## src/rtl/fifo_rd_ctrl.sv

```systemverilog
// Burst read controller: drains an upstream FIFO into a 2-entry valid/ready buffer.
// Define FIFO_RD_CTRL_TIMEOUT_EN to flush short bursts after cfg_timeout idle cycles.
module fifo_rd_ctrl #(
  parameter int data_width  = 32,
  parameter int depth_width = 5
) (
  input  logic                  clk,
  input  logic                  rstn,
  output logic                  fifo_rd,
  input  logic [data_width-1:0] fifo_rd_data,
  input  logic                  fifo_rd_data_vld,
  input  logic [depth_width:0]  fifo_num,
  input  logic [depth_width:0]  cfg_burst_len,
  input  logic [7:0]            cfg_timeout,
  output logic                  m_valid,
  input  logic                  m_ready,
  output logic [data_width-1:0] m_data,
  output logic                  m_last,
  output logic                  busy
);

  localparam int CW = depth_width + 1;
  localparam logic [CW-1:0] MAXLEN = {1'b1, {depth_width{1'b0}}};
  localparam logic [CW-1:0] ONE = {{depth_width{1'b0}}, 1'b1};

  typedef enum logic [1:0] {
    IDLE,
    BURST,
    DRAIN
  } state_e;

  state_e                state_q, state_d;
  logic [CW-1:0]         blen_q, blen_d;
  logic [CW-1:0]         issued_q, issued_d;
  logic [1:0]            cnt_q, cnt_d;
  logic                  inflight_q;
  logic                  last_fl_q;
  logic                  m_valid_q, m_valid_d;
  logic [data_width-1:0] m_data_q, m_data_d;
  logic                  m_last_q, m_last_d;
  logic [data_width-1:0] b1_data_q, b1_data_d;
  logic                  b1_last_q, b1_last_d;

  logic                  xfer;
  logic                  cap;
  logic                  rd;
  logic                  rd_last;
  logic [2:0]            occ;
  logic [CW-1:0]         blen_cfg;
  logic                  tmo_hit;

  assign xfer = m_valid_q & m_ready;
  assign cap  = fifo_rd_data_vld;
  assign occ  = {1'b0, cnt_q} + {2'b00, inflight_q};

  always_comb begin
    blen_cfg = cfg_burst_len;
    if (cfg_burst_len == '0) begin
      blen_cfg = ONE;
    end else if (cfg_burst_len > MAXLEN) begin
      blen_cfg = MAXLEN;
    end
  end

  // a read may be issued into a full pipe only if a slot frees this cycle
  assign rd = (state_q == BURST)
            && (issued_q < blen_q)
            && (fifo_num != '0)
            && ((occ < 3'd2) || ((occ == 3'd2) && xfer));
  assign rd_last = rd && ((issued_q + ONE) == blen_q);

`ifdef FIFO_RD_CTRL_TIMEOUT_EN
  logic [7:0] tmo_q, tmo_d;
  logic       tmo_arm;

  assign tmo_arm = (state_q == IDLE)
                && (fifo_num != '0)
                && (fifo_num < blen_cfg);
  assign tmo_hit = tmo_arm
                && (cfg_timeout != 8'd0)
                && ((tmo_q + 8'd1) == cfg_timeout);
  assign tmo_d = (tmo_arm && !tmo_hit) ? tmo_q + 8'd1 : 8'd0;

  always_ff @(posedge clk or negedge rstn) begin
    if (!rstn) begin
      tmo_q <= 8'd0;
    end else begin
      tmo_q <= tmo_d;
    end
  end
`else
  logic unused_tmo;

  assign unused_tmo = ^cfg_timeout;
  assign tmo_hit    = 1'b0;
`endif

  always_comb begin
    state_d  = state_q;
    blen_d   = blen_q;
    issued_d = issued_q;
    unique case (state_q)
      IDLE: begin
        if (fifo_num >= blen_cfg) begin
          state_d  = BURST;
          blen_d   = blen_cfg;
          issued_d = '0;
        end else if (tmo_hit) begin
          state_d  = BURST;
          blen_d   = fifo_num;
          issued_d = '0;
        end
      end
      BURST: begin
        if (rd) begin
          issued_d = issued_q + ONE;
        end
        if (issued_d == blen_q) begin
          state_d = DRAIN;
        end
      end
      DRAIN: begin
        if (xfer && m_last_q) begin
          state_d = IDLE;
        end
      end
      default: state_d = IDLE;
    endcase
  end

  always_comb begin
    cnt_d     = cnt_q;
    m_data_d  = m_data_q;
    m_last_d  = m_last_q;
    b1_data_d = b1_data_q;
    b1_last_d = b1_last_q;
    unique case (cnt_q)
      2'd0: begin
        if (cap) begin
          m_data_d = fifo_rd_data;
          m_last_d = last_fl_q;
          cnt_d    = 2'd1;
        end
      end
      2'd1: begin
        if (cap && xfer) begin
          m_data_d = fifo_rd_data;
          m_last_d = last_fl_q;
        end else if (xfer) begin
          cnt_d = 2'd0;
        end else if (cap) begin
          b1_data_d = fifo_rd_data;
          b1_last_d = last_fl_q;
          cnt_d     = 2'd2;
        end
      end
      2'd2: begin
        if (xfer) begin
          m_data_d = b1_data_q;
          m_last_d = b1_last_q;
          if (cap) begin
            b1_data_d = fifo_rd_data;
            b1_last_d = last_fl_q;
          end else begin
            cnt_d = 2'd1;
          end
        end
      end
      default: cnt_d = 2'd0;
    endcase
    m_valid_d = (cnt_d != 2'd0);
  end

  always_ff @(posedge clk or negedge rstn) begin
    if (!rstn) begin
      state_q    <= IDLE;
      blen_q     <= ONE;
      issued_q   <= '0;
      cnt_q      <= 2'd0;
      inflight_q <= 1'b0;
      last_fl_q  <= 1'b0;
      m_valid_q  <= 1'b0;
      m_data_q   <= '0;
      m_last_q   <= 1'b0;
      b1_data_q  <= '0;
      b1_last_q  <= 1'b0;
    end else begin
      state_q    <= state_d;
      blen_q     <= blen_d;
      issued_q   <= issued_d;
      cnt_q      <= cnt_d;
      inflight_q <= rd;
      last_fl_q  <= rd_last;
      m_valid_q  <= m_valid_d;
      m_data_q   <= m_data_d;
      m_last_q   <= m_last_d;
      b1_data_q  <= b1_data_d;
      b1_last_q  <= b1_last_d;
    end
  end

  assign fifo_rd = rd;
  assign m_valid = m_valid_q;
  assign m_data  = m_data_q;
  assign m_last  = m_last_q;
  assign busy    = (state_q != IDLE);

endmodule

```

## config.mk

```make
export PLATFORM = sky130hd
export DESIGN_NAME = fifo_rd_ctrl
export DESIGN_NICKNAME = d
export VERILOG_FILES = /design/src/rtl/fifo_rd_ctrl.sv
export SDC_FILE = /design/constraint.sdc
export NUM_CORES = 1
export LEC_CHECK = 0
export CAP_MARGIN = 20
export CORE_MARGIN = 3
export CORE_UTILIZATION = 51
export CTS_BUF_LIST = sky130_fd_sc_hd__clkbuf_16
export DETAILED_ROUTE_END_ITERATION = 6
export GPL_TIMING_DRIVEN = 1
export PLACE_DENSITY_LB_ADDON = 0.3
export SLEW_MARGIN = 5
export SYNTH_ARGS = -nofsm -noshare
export SYNTH_HDL_FRONTEND = slang
export SYNTH_SLANG_ARGS = --single-unit
```

## constraint.sdc

```tcl
create_clock -name clk -period 2.9 [get_ports clk]
set_input_delay 0.435 -clock clk [delete_from_list [all_inputs] [get_ports clk]]
set_output_delay 0.435 -clock clk [all_outputs]
set_load 0.02 [all_outputs]
```

Word-level counts from Yosys, hierarchy flattened
Index checks and enable logic that the tools add are counted.
{ "word_totals": {"ff_bits": 85, "input_bits": 56, "output_inout_bits": 36, "wordCells": 90} }
{ "classes": {"addsub": 2, "order_cmp": 4, "eq_ne": 15, "mux": 35, "n_bitwise": 1, "reduce_logical": 22} }
{ "op_table": {"columns": ["cell", "n"], "rows": [
  ["$mux W32", 7],
  ["$pmux W32 S3", 1],
  ["$pmux W32 S2", 1],
  ["$mux W6", 5],
  ["$mux W2", 9],
  ["$ne A2 B2 Y1 const B", 7],
  ["$eq A6 B6 Y1", 2],
  ["$pmux W2 S3", 2],
  ["$pmux W6 S2", 1],
  ["$reduce_and A4 Y1", 2],
  ["$reduce_bool A2 Y1", 4],
  ["$logic_and A1 B1 Y1", 7],
  ["$mux W1", 7],
  ["$add A6 B1 Y6 const B", 1],
  ["$ge A6 B6 Y1", 1],
  ["$gt A6 B6 Y1 const B", 1],
  ["$logic_not A6 Y1", 1],
  ["$lt A6 B6 Y1", 1],
  ["$reduce_bool A6 Y1", 1],
  ["$eq A2 B1 Y1 const B", 2],
  ["$eq A2 B2 Y1 const B", 2],
  ["$logic_not A2 Y1", 2],
  ["$reduce_and A2 Y1", 2],
  ["$add A2 B1 Y3", 1],
  ["other kinds (9)", 9]
]} }

Longest topological paths before layout
Gate-level depths: netlist of the first run.
{ "logic_depth": {"ltp_word": 10, "mapped_depth": 12, "mapped_depth_nobuf": 11} }

Least setup slack after synthesis of the first run
OpenSTA, ideal clock, no wires.
{ "synth_timing": {"path_type": "input port to flip-flop", "startpoint": "input cfg_burst_len[1]", "endpoint": "register blen_q[0]", "setup_time_ps": 82, "arrival_ps": 2413, "path_slack_ps": 405, "cell_stages": 11, "path_cell_list": "nor4_1 -> nor2_1 -> nor2_1 -> ha_1 -> nand2b_1 -> a21o_1 -> a21oi_1 -> o21ai_0 -> nand3b_1 -> clkbuf_1 -> mux2_2"} }
{ "synth_via": {"elab_chain_cells": 5, "word_cells_on_any_way": 6} }
{ "synth_lines": {"columns": ["item", "line_no", "text"], "rows": [
  ["from (decl)", "13", "input logic [depth_width:0] cfg_burst_len,"],
  ["$gt A6 B6 Y1", "60", "end else if (cfg_burst_len > MAXLEN) begin"],
  ["$mux W6", "60", null],
  ["$mux W6 *", "58", "if (cfg_burst_len == '0) begin"],
  ["named net blen_cfg[0]", "49", "logic [CW-1:0] blen_cfg;"],
  ["$ge A6 B6 Y1", "104", "if (fifo_num >= blen_cfg) begin"],
  ["$reduce_and A2 Y1 (no source line)", null, null],
  ["to (signal assigned)", "189", "blen_q <= blen_d;"],
  ["to (decl)", "33", "logic [CW-1:0] blen_q, blen_d;"]
]} }
Mark *: on every way through the listed nets, which the timed path passes. The rest lies on a longest branch.
A chain may end at the register's enable or synchronous reset.

Final worst setup path of the first run
{ "layout_timing": {"startpoint": "input cfg_burst_len[2]", "endpoint": "register blen_q[2]"} }
{ "layout_via": {"elab_chain_cells": 5, "word_cells_on_any_way": 6} }
{ "layout_lines": {"columns": ["item", "line_no"], "rows": [
  ["$gt A6 B6 Y1", "60"],
  ["$mux W6", "60"],
  ["$mux W6 *", "58"],
  ["named net blen_cfg[0]", "49"],
  ["$ge A6 B6 Y1 *", "104"],
  ["$reduce_and A2 Y1 (no source line) *", null]
]} }
Marked as above.

==> results of run 1 <==
layer usage:
metal / up-vias / GRT usage
met2: 94 / 0.373
met1: 1637 / 0.260
met3: 11 / 0.0465
met4: 0 / 0.0713
met5: - / 0
li1: 1620 / -
Yosys cell counts, types with 2 or more instances:
library cell and number:
a211oi_1 3, a21o_1 3, a21oi_1 8, a31oi_1 34, and2_1 2, and3_1 3, buf_1 5, buf_2 3
clkbuf_1 13, dfrtp_1 84, ha_1 16, inv_1 13, mux2_2 34, mux2i_1 5, nand2_1 86, nand2b_1 2
nand3_1 6, nor2_1 47, nor3_1 2, nor4_1 2, o21ai_0 8, o22ai_1 4, or2_2 3, xnor2_1 6
xor2_1 2
state kept, by name (all words and copies together), names as in the netlist:
register    count
issued_q        6
b1_last_q       1
m_data         32
inflight_q      1
last_fl_q       1
cnt_q           2
blen_q          6
b1_data_q      32
state_q         2
m_last          1
m_valid         1
timing repair:
action                     4_1_cts  5_1_grt
gates resized for setup          0        3
setup buffers                    0        0
hold buffers                     0        0
setup endpoints to repair        0        1
where the power goes:
group / internal [uW] / leakage (uW) / total, uW / switching, uW
clock network: 673 / 0.000149 / 1150 / 478
registers: 1770 / 0.000996 / 2170 / 398
logic: 1470 / 0.00124 / 3090 / 1620
total: 3910 / 0.00239 / 6410 / 2500
worst paths after layout:
path | cells past startpoint | from | end | slack (ns)
worst max-delay path | 12 | cfg_burst_len[2] | blen_q[2] | 0.35
worst min-delay path | 1 | rstn | b1_data_q[3] | 0.09
worst max register to register | 8 | issued_q[1] | state_q[0] | 0.43
worst min register to register | 1 | b1_data_q[20] | b1_data_q[20] | 0.50
max in group asynchronous | 2 | rstn | blen_q[0] | 2.11
min in group clk | 1 | b1_data_q[20] | b1_data_q[20] | 0.50
area by class of cell:
| type | count | area (um^2) | area share |
|---|---|---|---|
| Sequential cell | 85 | 2130 | 0.388 |
| Multi-Input combinational cell | 297 | 1920 | 0.350 |
| Timing Repair Buffer | 97 | 948 | 0.173 |
| Clock buffer | 9 | 225 | 0.0410 |
| Tap cell | 102 | 128 | 0.0233 |
| Clock inverter | 7 | 75.1 | 0.0137 |
| Inverter | 14 | 60.1 | 0.0109 |
cell families after synthesis:
kind of cell | synth area share
simple gates | 0.169
xor+xnor | 0.0207
mux | 0.104
flops | 0.509
fa+ha+maj | 0.0479
buf+inv | 0.0341
compound gates | 0.116
cell usage in the layout, fill, tap and decap left out, types with 8 or more instances in the layout:
cell type / netlist / layout
o21ai_0: 8 / 8
nor2_1: 47 / 46
mux2_2: 34 / 34
clkbuf_16: 0 / 9
inv_1: 13 / 14
a21oi_1: 8 / 8
ha_1: 16 / 16
nand2_1: 86 / 86
clkdlybuf4s50_1: 0 / 81
buf_4: 0 / 14
a31oi_1: 34 / 34
dfrtp_1: 84 / 82
per-stage QoR:
step,util,instances
after floorplan,-,417
after global placement,0.660,595
after detailed placement,0.660,595
after CTS,0.699,611
after global routing,0.699,611
final,0.699,611
==> results.py, run 1 <==
metrics = {
    "drt": {
        "wl_met3_um": 502,
        "route.detailed.drc": 0,
        "routedWlPerCell_um": 15.4,
        "drt_wl_total_mm": 9.41,
        "num_vias": 3362,
        "drt_iter0_markers": 111,
        "post_drt_via_cell_ratio": 5.50,
        "wl_met2_mm": 4.85,
        "drt-met1-wl_mm": 3.92,
        "drtPass1Iterations": 6,
        "maxUsedRoutingLayer": "met4",
        "ant_nets": 0,
    },
    "place": {
        "place_congestion": 0.819,
        "placement.io_buffers": 83,
        "dp_hpwl_mm": 6.71,
        "place_ws_ns": -0.0329,
        "placed_cell_area_mm2": 0.00518,
    },
    "cts": {
        "clockRootBuffer": "clkbuf_16",
        "clock_sinks": 85,
        "clock_latency_ns": 0.33,
        "cts_made_buffers": 9,
        "path_clk_slew_ns": 0.06,
        "htree_levels": 3,
        "cts_tree": "yes",
        "cts_buffer_depth": 2,
    },
    "power_and_ir_drop": {
        "ir_drop_mv": 0.450,
        "total_power_uw": 6410,
        "cellLeakagePower_uw": 0.00239,
        "power.density_mw_per_mm2": 1170,
    },
    "timing": {
        "setup-tns-final_ns": 0,
        "final.period_utilization": 0.878,
        "grt_setup_unrepaired": "false",
        "fin_skew_ns": 0.00732,
        "hold_violations": 0,
        "worst_slack_ns": 0.354,
        "period_needed_ns": 2.55,
        "fmax_ghz": 0.393,
        "worst_pin_slew_ns": 0.820,
        "drv_slew": 0,
        "relSlewSlack": 0.451,
        "whs_ns": 0.0903,
        "setup_viol": 0,
    },
    "yosys": {
        "async_flop_share": 1.00,
        "yosysSeqAreaShare": 0.509,
        "syn-cell-area_mm2": 0.00418,
        "synth_top_area_frac": 0.503,
        "synth.area.top_cells": "dfrtp_1, mux2_2, nand2_1",
        "syn_inst": 417,
        "ys.warnings.count": 0,
        "ys_types": 48,
        "syn_avg_cell_area_um2": 10.0,
        "synth_edf_count": 0,
        "synthFlopType": "dfrtp_1",
        "synth_fp_nets": 489,
        "yosys.area.top_type": "dfrtp_1",
        "ys_ff_latch": 85,
    },
    "floorplan": {
        "die_area_mm2": 0.00931,
        "start_util": 0.532,
        "fp.dieW_um": 96.5,
        "die_h_um": 96.5,
        "row_count": 32,
        "ios": 92,
        "fp.coreArea_mm2": 0.00785,
    },
    "setup_path": {
        "crit_type": "in -> reg",
        "path_cells": "clkdlybuf4s50_1, nor4_1, nor2_1, nor2_1, ha_1, nand2b_1, a21o_1, a21oi_1, o21ai_0, nand3b_1, buf_4, mux2i_1",
        "cp-end-kind": "flop",
        "cp-start-kind": "input pin",
        "crit_path_max_fanout": 4,
        "crit_required_ns": 3.15,
        "critPathTopFamily": "simple AND/OR/NAND/NOR gates",
        "cpMostUsedCell": "nor2_1",
        "cp_num_buf_inv": 2,
        "slowest_delay_ns": 0.43,
        "worst_ep_arrival_time_ns": 2.80,
        "cpMaxStageDelayCell": "clkdlybuf4s50_1",
    },
    "global_routing": {
        "grt_pass1_vias": 3312,
        "grt_use_total": 0.213,
        "grt_start_max_net_pins": 47,
        "grt_pass1_wl_mm": 15.3,
        "antenna_found_initial": 0,
        "grt_overflow": 0,
    },
    "layout": {
        "fillers": 604,
        "syn2layout_area_growth_pct": 31.4,
        "layout-drive-gt1-share": 0.159,
        "final_area_mm2": 0.00549,
        "fin_nets": 576,
        "antennaDiodeCount": 0,
    },
    "run": {
        "drv_cap": 0,
    },
    "worst_hold_path": {
        "hold_path.class": "in -> async",
    },
    "status": {
        "outcome": "completed",
    },
}
No activity file was read; power rests on OpenSTA's default activity.
==> run 2: changes to the inputs <==
--- a/config.mk
+++ b/config.mk
@@ -5,11 +5,13 @@
 export SDC_FILE = /design/constraint.sdc
 export NUM_CORES = 1
 export LEC_CHECK = 0
+export ABC_AREA = 1
 export CAP_MARGIN = 20
 export CORE_MARGIN = 3
 export CORE_UTILIZATION = 51
 export CTS_BUF_LIST = sky130_fd_sc_hd__clkbuf_16
 export DETAILED_ROUTE_END_ITERATION = 6
+export GPL_ROUTABILITY_DRIVEN = 0
 export GPL_TIMING_DRIVEN = 1
 export PLACE_DENSITY_LB_ADDON = 0.3
 export SLEW_MARGIN = 5
==> results.py, run 2 <==
metrics = {
    "status": {
        "outcome": "finished with violations",
        "violations": "hold timing",
    },
    "global_routing": {
        "antenna_found_initial": 0,
        "grt_use_total": 0.210,
        "grt_pass1_wl_mm": 16.6,
        "grt_pass1_vias": 3623,
        "grt_start_max_net_pins": 86,
        "grt_overflow": 0,
    },
    "power_and_ir_drop": {
        "cellLeakagePower_uw": 0.00255,
        "pwr-share-seq": 0.327,
        "power.density_mw_per_mm2": 1200,
        "total_power_uw": 6610,
        "intPower_uw": 3790,
        "combinationalPowerShare": 0.514,
        "clkPwrFrac": 0.159,
        "p_sw_frac": 0.427,
        "switching_power_uw": 2820,
        "ir_drop_mv": 0.724,
    },
    "yosys": {
        "yosys.area.top_type": "dfrtp_1",
        "yosysSeqAreaShare": 0.500,
        "synth.area.top_cells": "dfrtp_1, nand2_1, mux2_1",
        "synth_fp_nets": 550,
        "syn-cell-area_mm2": 0.00426,
        "synth_top_area_frac": 0.494,
        "syn_avg_cell_area_um2": 8.91,
        "synth_edf_count": 0,
        "syn_inst": 478,
        "ys_types": 31,
        "synth_common_cells": "nand2_1, dfrtp_1, nor2_1",
        "synthFlopType": "dfrtp_1",
        "post-synth-top-count-cell": "nand2_1",
        "async_flop_share": 1.00,
        "ys_ff_latch": 85,
        "ys.warnings.count": 0,
    },
    "layout": {
        "layout_common_cells": "nand2_1, dfrtp_1, clkdlybuf4s50_1",
        "utilization": 0.693,
        "layout.cells.non_filler": 670,
        "layout-drive-gt1-share": 0.0810,
        "fin_nets": 635,
        "mostFrequentLayoutCell": "nand2_1",
        "syn2layout_area_growth_pct": 29.1,
        "antennaDiodeCount": 0,
    },
    "cts": {
        "htree_levels": 3,
        "cts_tree": "yes",
        "cts_buffer_depth": 2,
        "postCtsResizedCells": 0,
        "cts_made_buffers": 9,
        "cts_setup_buffers": 0,
        "clockRootBuffer": "clkbuf_16",
        "hold_buffers": 0,
        "clock_sinks": 85,
        "clock_latency_ns": 0.33,
        "path_clk_slew_ns": 0.06,
    },
    "setup_path": {
        "slowest_delay_ns": 0.43,
        "crit_required_ns": 2.47,
        "crit_path_max_fanout": 4,
        "worst_ep_arrival_time_ns": 2.01,
        "cp-start-kind": "flop",
        "path_cells": "inv_1, ha_1, nand2_1, nand2_1, nor2_4, nand2_2, inv_2, nand3_2, inv_1, dlymetal6s2s_1",
        "cp-end-kind": "output pin",
        "crit_type": "reg -> out",
        "cpMaxStageDelayCell": "dfrtp_1",
    },
    "run": {
        "drv_cap": 0,
    },
    "timing": {
        "period_needed_ns": 2.44,
        "grt_setup_unrepaired": "false",
        "final.period_utilization": 0.843,
        "worst_pin_slew_ns": 0.535,
        "fin_skew_ns": 0.00637,
        "setup_viol": 0,
        "setup-tns-final_ns": 0,
        "hold_violations": 3,
        "whs_ns": -0.00201,
        "drv_slew": 0,
        "fmax_ghz": 0.409,
        "relSlewSlack": 0.641,
    },
    "drt": {
        "drt_iter0_markers": 113,
        "route.detailed.drc": 0,
        "post_drt_via_cell_ratio": 5.37,
        "num_vias": 3596,
        "drt_wl_total_mm": 9.74,
        "ant_nets": 0,
        "drtPass1Iterations": 4,
        "routedWlPerCell_um": 14.5,
    },
    "floorplan": {
        "die_h_um": 97.4,
        "fp.dieW_um": 97.4,
        "fp.coreArea_mm2": 0.00793,
        "start_util": 0.537,
        "row_count": 32,
        "ios": 92,
        "die_area_mm2": 0.00948,
    },
    "place": {
        "dp_hpwl_mm": 6.80,
        "place_inst": 653,
        "placement.io_buffers": 83,
    },
    "worst_hold_path": {
        "hold_path.class": "in -> async",
    },
}
run 2: changes by cell type after synthesis, moves of 18 or more:
cell	delta
mux2_2	-31
nand2_1	+47
nand3_1	+29
mux2_1	+30
inv_1	+18
run 2: layer usage:
metal | global-route usage | share of wire | wire length [um]
met1 | 0.257 | 0.43 | 4150
met2 | 0.370 | 0.52 | 5030
met3 | 0.0474 | 0.047 | 460
met4 | 0.0639 | 0.010 | 100
met5 | 0 | 0 | 0
run 2: cell families (layout without fill, tap and decap cells):
kind of cell,after synthesis,count (layout),share of synthesized area
compound gates,58,58,0.0823
xor+xnor,3,3,0.00617
fa+ha+maj,16,16,0.0470
buf+inv,56,146,0.0538
flops,85,85,0.500
mux,33,33,0.0873
simple gates,227,227,0.224
run 2: final timing paths:
kind / from / to / slack (ns) / cells past startpoint
min in group clk: b1_data_q[15] / b1_data_q[15] / 0.49 / 1
max in group asynchronous: rstn / issued_q[5] / 2.29 / 2
hold / removal: rstn / m_data[1] / -0.002 / 1
setup / recovery: blen_q[5] / fifo_rd / 0.46 / 10
setup reg to reg: blen_q[5] / state_q[0] / 0.68 / 17
hold reg to reg: b1_data_q[15] / b1_data_q[15] / 0.49 / 1
run 2: layout make-up:
class	count	area (um^2)
fill	601	2430
sequential	85	2130
multi-input combinational	337	1900
timing repair buffer	93	926
clock buffer	9	225
inverter	37	139
tap	102	128
clock inverter	7	48.8
run 2: critical path, delay by kind of cell (launching register included):
family / cells / cell delay (ns)
adder cells (fa/ha/maj): 1 / 0.32
AND/OR/NAND/NOR: 5 / 0.40
buffers and inverters: 4 / 0.54
flip-flops: 1 / 0.43
run 2: through the flow:
stage	cell area, um^2	worst slack (ns)
after floorplan	4260	0.842
after global placement	5190	0.323
after detailed placement	5190	0.169
after CTS	5470	0.0482
after global routing	5500	0.237
final	5500	0.456
run 2: power groups by stage:
stage / clock network, uW / registers, uW / logic (uW)
floorplan: 0 / 2390 / 1980
global placement: 0 / 2150 / 3220
detailed placement: 0 / 2180 / 3360
CTS: 1080 / 2160 / 3400
global route: 1120 / 2240 / 3770
finish: 1050 / 2160 / 3390
